File: src/rtl/sw_cond.sv
// rtl/sw_cond.sv - push-button synchroniser, debouncer and press/release/auto-repeat strobe generator
module sw_cond #(
    parameter int DEB_CNT  = 500000,
    parameter int HOLD_CNT = 25000000,
    parameter int RPT_CNT  = 5000000,
    parameter int ACT_LOW  = 1,
    parameter int CNT_W    = 32
) (
    input  logic clk,
    input  logic rst_n,
    input  logic i_sw,
    output logic o_level,
    output logic o_press,
    output logic o_release,
    output logic o_repeat,
    output logic o_long
);

    localparam logic [1:0] S_IDLE = 2'd0;
    localparam logic [1:0] S_HOLD = 2'd1;
    localparam logic [1:0] S_RPT  = 2'd2;

    localparam logic [CNT_W-1:0] DEB_LAST  = CNT_W'(DEB_CNT - 1);
    localparam logic [CNT_W-1:0] HOLD_LAST = CNT_W'(HOLD_CNT - 1);
    localparam logic [CNT_W-1:0] RPT_LAST  = CNT_W'(RPT_CNT - 1);

    logic             raw_p;
    logic             sync1;
    logic             sync2;
    logic [CNT_W-1:0] dcnt;
    logic [CNT_W-1:0] rcnt;
    logic [1:0]       state;
    logic             accept;
    logic             acc_press;
    logic             acc_release;

    // Normalise polarity so 1 always means pressed from here on.
    assign raw_p = (ACT_LOW != 0) ? ~i_sw : i_sw;

    // A change is accepted once sync2 has differed from o_level for DEB_CNT consecutive edges.
    assign accept      = (sync2 != o_level) && (dcnt == DEB_LAST);
    assign acc_press   = accept && sync2;
    assign acc_release = accept && !sync2;

    // Two-flop synchroniser for the asynchronous switch input.
    always_ff @(posedge clk or negedge rst_n) begin
        if (!rst_n) begin
            sync1 <= 1'b0;
            sync2 <= 1'b0;
        end else begin
            sync1 <= raw_p;
            sync2 <= sync1;
        end
    end

    // Stable-count debounce; press/release strobes fire on the same edge o_level moves.
    always_ff @(posedge clk or negedge rst_n) begin
        if (!rst_n) begin
            dcnt      <= '0;
            o_level   <= 1'b0;
            o_press   <= 1'b0;
            o_release <= 1'b0;
        end else begin
            o_press   <= acc_press;
            o_release <= acc_release;
            if (sync2 == o_level) begin
                dcnt <= '0;
            end else if (accept) begin
                o_level <= sync2;
                dcnt    <= '0;
            end else begin
                dcnt <= dcnt + 1'b1;
            end
        end
    end

    // Auto-repeat FSM: strobe on press, after HOLD_CNT, then every RPT_CNT; release wins over a terminal count.
    always_ff @(posedge clk or negedge rst_n) begin
        if (!rst_n) begin
            state    <= S_IDLE;
            rcnt     <= '0;
            o_repeat <= 1'b0;
            o_long   <= 1'b0;
        end else begin
            o_repeat <= 1'b0;
            case (state)
                S_IDLE: begin
                    rcnt <= '0;
                    if (acc_press) begin
                        state    <= S_HOLD;
                        o_repeat <= 1'b1;
                    end
                end
                S_HOLD: begin
                    if (acc_release) begin
                        state  <= S_IDLE;
                        rcnt   <= '0;
                        o_long <= 1'b0;
                    end else if (rcnt == HOLD_LAST) begin
                        state    <= S_RPT;
                        rcnt     <= '0;
                        o_repeat <= 1'b1;
                        o_long   <= 1'b1;
                    end else begin
                        rcnt <= rcnt + 1'b1;
                    end
                end
                S_RPT: begin
                    if (acc_release) begin
                        state  <= S_IDLE;
                        rcnt   <= '0;
                        o_long <= 1'b0;
                    end else if (rcnt == RPT_LAST) begin
                        rcnt     <= '0;
                        o_repeat <= 1'b1;
                    end else begin
                        rcnt <= rcnt + 1'b1;
                    end
                end
                default: begin
                    state  <= S_IDLE;
                    rcnt   <= '0;
                    o_long <= 1'b0;
                end
            endcase
        end
    end

endmodule

File: config.mk
export PLATFORM = sky130hd
export DESIGN_NAME = sw_cond
export DESIGN_NICKNAME = d
export VERILOG_FILES = /design/src/rtl/sw_cond.sv
export SDC_FILE = /design/constraint.sdc
export NUM_CORES = 1
export LEC_CHECK = 0
export ABC_AREA = 0
export CELL_PAD_IN_SITES_DETAIL_PLACEMENT = 1
export CELL_PAD_IN_SITES_GLOBAL_PLACEMENT = 2
export CORE_MARGIN = 10
export CORE_UTILIZATION = 40
export DETAILED_ROUTE_END_ITERATION = 10
export PLACE_DENSITY = 0.85
export SLEW_MARGIN = 20
export SYNTH_ARGS = -nofsm -noshare
export SYNTH_HDL_FRONTEND = slang
export SYNTH_SLANG_ARGS = --single-unit
File: constraint.sdc
create_clock -name clk -period 2.6 [get_ports clk]
set_clock_uncertainty 0.1 [all_clocks]
set_input_delay 0.52 -clock clk [delete_from_list [all_inputs] [get_ports clk]]
set_output_delay 0.52 -clock clk [all_outputs]
set_load 0.01 [all_outputs]
==> impl_metrics.csv, run 1 <==
group,metric,value,unit
global_routing,grt_overflow,0,
clock_network,clock-root-buffer,"clkbuf_8",
timing,finalMaxSlewViolations,0,
critical_path,required,2.74,ns
critical_path,cp-start-kind,"flip-flop",
timing,worst_slew_pin_slew,0.689,ns
logic_synthesis,synth_top_area_share,49.3,%
layout,post-route-util,45.8,%
logic_synthesis,synthesis.nets,390,
logic_synthesis,yosys.area_share.simple,28.7,%
logic_synthesis,synthTopCellsByArea,"dfrtp_1 49%, xor2_1 11%, nor2_1 7.8%",
die,initial_utilization,40.6,%
timing,max_freq,0.411,GHz
timing,setup_slack,0.167,ns
detailed_routing,drc_errors,0,
placement,dpl.cell_count,499,
power,powerDensity,509,nW/µm²
logic_synthesis,synth_common_cells,"77 x nor2_1, 73 x dfrtp_1, 45 x xor2_1, 27 x nand3_1, 27 x nand4_1",
clock_network,htree_num_levels,3,
detailed_routing,wire_per_inst,16.1,µm
global_routing,grt_max_degree,42,
hold_path,hold_class,"input port to async pin",
logic_synthesis,yosys.cell_count.top_type,"nor2_1",
layout,ff_latch_area,1830,µm²
logic_synthesis,synth_edf_count,0,
clock_network,cts_tree,"yes",
power,p_leak,1.74,nW
logic_synthesis,synthXorXnorAreaFrac,14.0,%
timing,whs,0.0597,ns
critical_path,crit_path_end_kind,"flip-flop",
die,die_area,13500,µm²
logic_synthesis,ys_seq_area_share,49.3,%
logic_synthesis,synth_warnings,0,
critical_path,r2r_end,"rcnt[16]",
logic_synthesis,synth_compound_area_share,2.84,%
detailed_routing,drt_first_pass_iters,4,
logic_synthesis,syn_inst,381,
logic_synthesis,synth_area_per_cell,9.72,µm²
critical_path,path_max_fanout,32,
timing,final.min_clock_period,2.43,ns
logic_synthesis,synthMuxAreaShare,0.304,%
power,power.switching,0.478,mW
layout,layout-drive-gt1-share,9.16,%
logic_synthesis,synthAdderAreaFrac,2.03,%
power,p_comb_share,2.3,%
logic_synthesis,yosys_most_used_dff,"dfrtp_1",
critical_path,reg2reg_depth,6,
detailed_routing,num_vias,2786,
logic_synthesis,ys_ff_latch,73,
placement,dpl_worst_slack,0.0854,ns
critical_path,critPathKind,"flip-flop to flip-flop",
status,status,"finished clean",
clock_network,postCtsSetupRepairBufs,0,
detailed_routing,drt_wl_total,8300,µm
global_routing,antenna_found_initial,0,
placement,io_buffers,7,
global_routing,grt_pass1_wl,14300,µm
layout,nFillCells,1053,
detailed_routing,drt_first_iter_violations,112,
timing,rsz0062_at_grt,"no",
logic_synthesis,synthArstFlopShare,100,%
clock_network,clockBufferDepth,2,
layout,fin_cells,515,
power,p_sw_share,22.5,%
power,finalPower,2.12,mW
logic_synthesis,yosysTopAreaCell,"dfrtp_1",
die,die_w,116,µm
timing,hold_viol_final,0,
layout,multiInputGateArea,1780,µm²
die,die_h,116,µm
timing,finalSetupViolations,0,
die,num_rows,35,
critical_path,rr_startpoint,"rcnt[15]",
power,p_int,1.65,mW
placement,place_congestion,0.742,
global_routing,grt_pass1_vias,2916,
flow_run,max_cap_viol_count,0,
layout,finalNetCount,408,
detailed_routing,vias_per_cell,5.41,
placement,place.detailed.hpwl,5790,µm
timing,slew_headroom,53.9,%
clock_network,clk_pin_slew,0.08,ns
critical_path,cp_data_arrival_time,2.57,ns
logic_synthesis,yosysUniqueCellTypes,37,
layout,syn_to_final_growth,12.6,%
power,ir_drop,291,µV
critical_path,r2r_slack,0.17,ns
die,ios,8,
logic_synthesis,syn_area,3700,µm²
detailed_routing,antenna_left,0,
logic_synthesis,synth_top_family_by_area,"simple AND/OR/NAND/NOR gates",
timing,finalCritPeriodShare,93.6,%
timing,final.setup.tns,0,ns
clock_network,clock_latency,0.35,ns
global_routing,gr-usage-all-layers,13.1,%
layout,fin_area,4170,µm²
clock_network,cts_buffers,9,
power,power_frac_clock,43.8,%
power,pwr-share-seq,53.9,%
layout,diodes,0,
placement,place_area,3960,µm²
die,fp.coreArea,9110,µm²
clock_network,cts.sinks,73,
==> critical path, stage by stage, from the launching register on <==
cell and delay [ns]:
dfrtp_1 0.46, or4b_2 0.69, nor4_4 0.34, a31oi_1 0.20, o21bai_2 0.24, buf_12 0.20, nor2_1 0.08
==> power groups by stage <==
stage	Clock (mW)	Sequential [mW]	Combinational (mW)
floorplan	0	1.17	0.0146
global placement	0	1.17	0.0496
detailed placement	0	1.17	0.0515
CTS	0.957	1.14	0.0517
global route	1.00	1.15	0.0569
finish	0.931	1.14	0.0485
==> cell type report <==
| cell class | instances | share of cell area [%] |
|---|---|---|
| inverter | 11 | 0.990 |
| clock inverter | 5 | 1.29 |
| tap | 111 | 3.33 |
| multi-input combinational | 287 | 42.6 |
| sequential | 73 | 43.8 |
| timing repair buffer | 17 | 4.32 |
| clock buffer | 11 | 3.63 |
==> repair_timing <==
action,in CTS,in global routing
gates resized for setup,0,1
hold endpoints to repair,0,0
endpoints found under the setup margin,0,27
hold buffers,0,0
==> flip-flops by register name (all words and copies together), names as in the netlist <==
register   count
dcnt          32
o_level        1
o_long         1
o_press        1
o_release      1
o_repeat       1
rcnt          32
state          2
sync1          1
sync2          1
==> worst max-delay path by stage <==
stage	cells past startpoint	slack [ns]	end	start
after detailed placement	6	0.09	rcnt[16]	rcnt[15]
after global routing	5	0.009	state[0]	dcnt[23]
after floorplan	6	0.30	rcnt[8]	dcnt[22]
after global placement	6	0.12	rcnt[28]	rcnt[15]
final	6	0.17	rcnt[16]	rcnt[15]
after CTS	6	0.08	rcnt[16]	rcnt[15]
==> kinds of logic after synthesis <==
family,Yosys count
AO/OA/AOI/OAI,15
flip-flops,73
buffers and inverters,21
XOR/XNOR,59
AND/OR/NAND/NOR,206
multiplexers,1
adder cells (fa/ha/maj),6
==> layout by cell type (no fill, tap or decap), drive strengths merged, types with 10 or more instances in the layout <==
| cell type | synthesis | routed |
|---|---|---|
| nor2 | 77 | 77 |
| dfrtp | 73 | 73 |
| xor2 | 45 | 45 |
| nand4 | 27 | 27 |
| nand3 | 27 | 27 |
| nand2 | 22 | 22 |
| xnor2 | 14 | 14 |
| inv | 11 | 11 |
| clkbuf | 3 | 11 |
| buf | 7 | 11 |
| nor3 | 10 | 10 |
==> layer usage <==
metal,vias to the layer above,track usage [%],share of wire [%]
li1,1345,-,-
met2,29,22.2,50
met5,-,0,0
met3,11,2.82,2.7
met1,1401,16.5,46
met4,0,3.75,0.83
Note: power is estimated with default switching activity, not from simulation.
==> inputs of run 2 (changes only) <==
--- a/config.mk
+++ b/config.mk
@@ -6,12 +6,10 @@
 export NUM_CORES = 1
 export LEC_CHECK = 0
 export ABC_AREA = 0
-export CELL_PAD_IN_SITES_DETAIL_PLACEMENT = 1
-export CELL_PAD_IN_SITES_GLOBAL_PLACEMENT = 2
 export CORE_MARGIN = 10
-export CORE_UTILIZATION = 40
+export CORE_UTILIZATION = 50
 export DETAILED_ROUTE_END_ITERATION = 10
-export PLACE_DENSITY = 0.85
+export PLACE_DENSITY = 0.73
 export SLEW_MARGIN = 20
 export SYNTH_ARGS = -nofsm -noshare
 export SYNTH_HDL_FRONTEND = slang
==> impl_metrics.csv, run 2 (synthesized netlist as in run 1, its figures left out) <==
group,metric,value,unit
detailed_routing,drt_wl_total,6960,µm
global_routing,grt_max_degree,74,
placement,place_congestion,0.786,
detailed_routing,wl_met1,3300,µm
detailed_routing,highest_layer,"met4",
global_routing,gr-usage-all-layers,13.3,%
critical_path,crit_family,"simple AND/OR/NAND/NOR gates",
detailed_routing,drt_first_pass_iters,4,
timing,finalMaxSlewViolations,0,
critical_path,critPathKind,"flip-flop to flip-flop",
power,p_leak,1.73,nW
global_routing,grt_pass1_wl,12500,µm
clock_network,cts_buffers,9,
detailed_routing,wire_per_inst,13.8,µm
die,initial_utilization,51.3,%
placement,io_buffers,7,
flow_run,max_cap_viol_count,0,
critical_path,max_stage_delay,0.59,ns
power,ir_drop,349,µV
hold_path,hold_class,"input port to async pin",
global_routing,antenna_found_initial,0,
clock_network,ctsResizeCount,0,
timing,finalSetupViolations,0,
critical_path,path_max_fanout,5,
die,ios,8,
status,status,"finished clean",
timing,finalCritPeriodShare,94.4,%
layout,reg.largest.list,"dcnt (32), rcnt (32), state (2)",
critical_path,cpMaxStageDelayCell,"or4_4",
clock_network,clock_latency,0.35,ns
global_routing,grt_overflow,0,
die,die_h,106,µm
die,fp.coreArea,7210,µm²
layout,layout-drive-gt1-share,9.14,%
clock_network,clockBufferDepth,2,
layout,layout_common_cells,"77 x nor2_1, 73 x dfrtp_1, 45 x xor2_1",
critical_path,required,2.79,ns
power,powerDensity,521,nW/µm²
timing,slew_headroom,52.0,%
critical_path,cp-start-kind,"flip-flop",
layout,syn_to_final_growth,12.5,%
global_routing,grt_pass1_vias,2743,
timing,hold_viol_final,0,
detailed_routing,antenna_left,0,
die,die_area,11200,µm²
timing,worst_slew_pin_slew,0.718,ns
detailed_routing,vias_per_cell,5.44,
clock_network,postCtsSetupRepairBufs,0,
detailed_routing,drt_first_iter_violations,112,
clock_network,clock-root-buffer,"clkbuf_8",
timing,final.setup.tns,0,ns
detailed_routing,drc_errors,0,
clock_network,cts.sinks,73,
die,num_rows,31,
timing,rsz0062_at_grt,"no",
critical_path,cp_data_arrival_time,2.64,ns
clock_network,cts_hold_buf,0,
placement,place.detailed.hpwl,4650,µm
timing,setup_slack,0.145,ns
clock_network,htree_num_levels,3,
detailed_routing,wl_met2,3340,µm
timing,max_freq,0.407,GHz
clock_network,cts_tree,"yes",
detailed_routing,num_vias,2740,
layout,diodes,0,
die,die_w,106,µm
layout,finalNetCount,409,
clock_network,clk_pin_slew,0.08,ns
detailed_routing,wl_met3,237,µm
timing,final.min_clock_period,2.45,ns
layout,final_common_cell,"nor2_1",
critical_path,path_cells,"or4_1 > or4_4 > o31ai_1 > nor3b_1 > o211a_1",
critical_path,path_buf_inv,0,
critical_path,crit_path_end_kind,"flip-flop",
placement,dpl_worst_slack,0.186,ns
-- run 2: cell types whose count changed in the layout (fill, tap and decap cells not counted), sizes merged --
cell,delta
clkinv,-1
bufinv,+1
buf,+1
-- run 2: final timing paths --
check / startpoint / endpoint / slack, ns / cells past startpoint
setup / recovery: dcnt[22] / state[1] / 0.15 / 5
min in group clk: sync1 / sync2 / 0.26 / 0
hold / removal: rst_n / rcnt[9] / 0.08 / 2
setup reg to reg: dcnt[22] / state[1] / 0.15 / 5
hold reg to reg: sync1 / sync2 / 0.26 / 0
max in group asynchronous: rst_n / dcnt[28] / 2.00 / 2
-- run 2: area by class of cell --
class / count / area (µm²)
clock inverters: 5 / 78.8
multi-input cells: 287 / 1770
clock buffers: 11 / 141
fillers: 647 / 3050
flip-flops and latches: 73 / 1830
well taps: 99 / 124
repair buffers: 18 / 185
inverters: 11 / 41.3
-- run 2: per-layer routing --
metal  GRT usage, %  vias to the layer above
met5              0                        -
met4           4.55                        0
met3           4.23                        8
met2           22.1                       35
met1           15.8                     1345
li1               -                     1352
-- run 2: power breakdown --
part           switching [mW]  internal, mW
clock                   0.413         0.565
sequential            0.00427          1.14
combinational          0.0341        0.0127
-- run 2: metrics by stage --
stage	total power [mW]	area [µm²]	cells	utilization (%)	hold WS (ns)
after global placement	1.21	3950	488	54.7	0.232
after detailed placement	1.22	3950	488	54.7	0.251
after global routing	2.26	4170	504	57.8	0.0947
after floorplan	1.18	3700	381	-	0.124
final	2.17	4170	504	57.8	0.0751
after CTS	2.21	4170	504	57.8	0.0877
==> inputs of run 3 (changes only) <==
--- a/config.mk
+++ b/config.mk
@@ -9,7 +9,8 @@
 export CORE_MARGIN = 10
 export CORE_UTILIZATION = 50
 export DETAILED_ROUTE_END_ITERATION = 10
-export PLACE_DENSITY = 0.73
+export DONT_BUFFER_PORTS = 1
+export PLACE_DENSITY = 0.72
 export SLEW_MARGIN = 20
 export SYNTH_ARGS = -nofsm -noshare
 export SYNTH_HDL_FRONTEND = slang
==> impl_metrics.csv, run 3 (synthesized netlist as in run 1, its figures left out) <==
group,metric,value,unit
critical_path,r2r_slack,0.16,ns
global_routing,grt_busiest_layer,"met2",
clock_network,cts.sinks,73,
layout,fin_area,4080,µm²
critical_path,cp_data_arrival_time,2.63,ns
die,initial_utilization,51.3,%
die,die_h,106,µm
timing,rsz0062_at_grt,"no",
die,num_rows,31,
hold_path,holdPathStages,1,
timing,slew_headroom,54.0,%
layout,diodes,0,
layout,final_common_cell,"nor2_1",
critical_path,critPathKind,"flip-flop to flip-flop",
detailed_routing,drt_wl_total,6730,µm
critical_path,cpMaxStageDelayCell,"or4_4",
critical_path,path_max_fanout,5,
detailed_routing,drc_errors,0,
flow_run,max_cap_viol_count,0,
layout,fin_cells,495,
hold_path,hold_class,"input port to flip-flop",
clock_network,clock_latency,0.34,ns
critical_path,reg2reg_depth,5,
global_routing,grt_overflow,0,
critical_path,required,2.79,ns
critical_path,path_cells,"or4_1 > or4_4 > o31ai_1 > nor3b_1 > o211a_1",
layout,layout_common_cells,"77 x nor2_1, 73 x dfrtp_1, 45 x xor2_1",
clock_network,cts_buffers,9,
global_routing,grtUsageMet2,19.8,%
global_routing,grt_pass1_vias,2686,
detailed_routing,num_vias,2691,
timing,whs,0.121,ns
timing,finalMaxSlewViolations,0,
layout,syn_to_final_growth,10.2,%
die,die_w,106,µm
global_routing,grt_pass1_wl,12200,µm
layout,reg.largest.list,"dcnt (32), rcnt (32), state (2)",
detailed_routing,antenna_left,0,
die,fp.coreArea,7210,µm²
clock_network,clock-root-buffer,"clkbuf_8",
placement,dpl.cell_count,477,
detailed_routing,drt_first_pass_iters,4,
power,p_leak,1.69,nW
critical_path,max_stage_delay,0.57,ns
global_routing,grt_max_degree,74,
clock_network,htree_num_levels,3,
detailed_routing,drt_first_iter_violations,119,
placement,place_congestion,0.856,
status,status,"finished clean",
global_routing,antenna_found_initial,0,
timing,worst_slew_pin_slew,0.688,ns
clock_network,clk_pin_slew,0.08,ns
global_routing,grt_util_met1,16.7,%
timing,max_freq,0.409,GHz
timing,finalSetupViolations,0,
clock_network,clockBufferDepth,2,
placement,place.detailed.hpwl,4580,µm
clock_network,cts_tree,"yes",
timing,final.min_clock_period,2.44,ns
global_routing,gr-usage-all-layers,13.0,%
clock_network,ctsResizeCount,0,
power,powerDensity,512,nW/µm²
critical_path,cp-start-kind,"flip-flop",
timing,finalCritPeriodShare,94.0,%
power,ir_drop,280,µV
detailed_routing,wire_per_inst,13.6,µm
placement,io_buffers,0,
timing,final.setup.tns,0,ns
critical_path,crit_path_end_kind,"flip-flop",
global_routing,use_met3,3.62,%
power,finalPower,2.09,mW
die,ios,8,
layout,finalNetCount,400,
layout,layout-drive-gt1-share,8.59,%
timing,hold_viol_final,0,
die,die_area,11200,µm²
placement,place_area,3840,µm²
detailed_routing,vias_per_cell,5.44,
[run 3: metal layers]
| metal | up-vias | share of wire (%) | routed length, µm |
|---|---|---|---|
| met2 | 41 | 47 | 3150 |
| met1 | 1310 | 47 | 3160 |
| met5 | - | 0 | 0 |
| li1 | 1328 | - | - |
| met4 | 0 | 2.0 | 135 |
| met3 | 12 | 4.2 | 280 |
[run 3: critical path, delay by kind of cell, from the launching register on]
family	cells	cell delay [ns]
and+or+nand+nor	3	1.37
AOI/OAI and AO/OA	2	0.50
DFF	1	0.42
[run 3: final timing paths]
check / endpoint / from
min: sync1 / i_sw
min reg2reg: sync2 / sync1
max: state[1] / dcnt[24]
max reg2reg: state[1] / dcnt[24]
min in group asynchronous: rcnt[8] / rst_n
max in group asynchronous: rcnt[2] / rst_n
[run 3: what timing repair did]
action / 4_1_cts / 5_1_grt
hold endpoints to repair: 73 / 0
hold buffers: 2 / 0
setup buffers: 0 / 0
[run 3: cell type report]
class | instances | area, µm²
fillers | 635 | 3130
flip-flops and latches | 73 | 1830
repair buffers | 9 | 115
multi-input cells | 287 | 1770
clock buffers | 10 | 138
inverters | 11 | 41.3
clock inverters | 6 | 66.3
well taps | 99 | 124
[run 3: metrics by stage]
| stage | util [%] | worst slack (ns) |
|---|---|---|
| 2_1_floorplan | - | 0.302 |
| 3_3_place_gp | 53.2 | 0.192 |
| 3_5_place_dp | 53.2 | 0.173 |
| 4_1_cts | 56.6 | 0.153 |
| 5_1_grt | 56.6 | 0.0480 |
| 6_report | 56.6 | 0.155 |
[run 3: report_power, final]
group          switching (mW)  internal (mW)  leakage (nW)
sequential            0.00431           1.14          1.01
clock                   0.424          0.472         0.107
combinational          0.0336         0.0129         0.572
total                   0.462           1.63          1.69
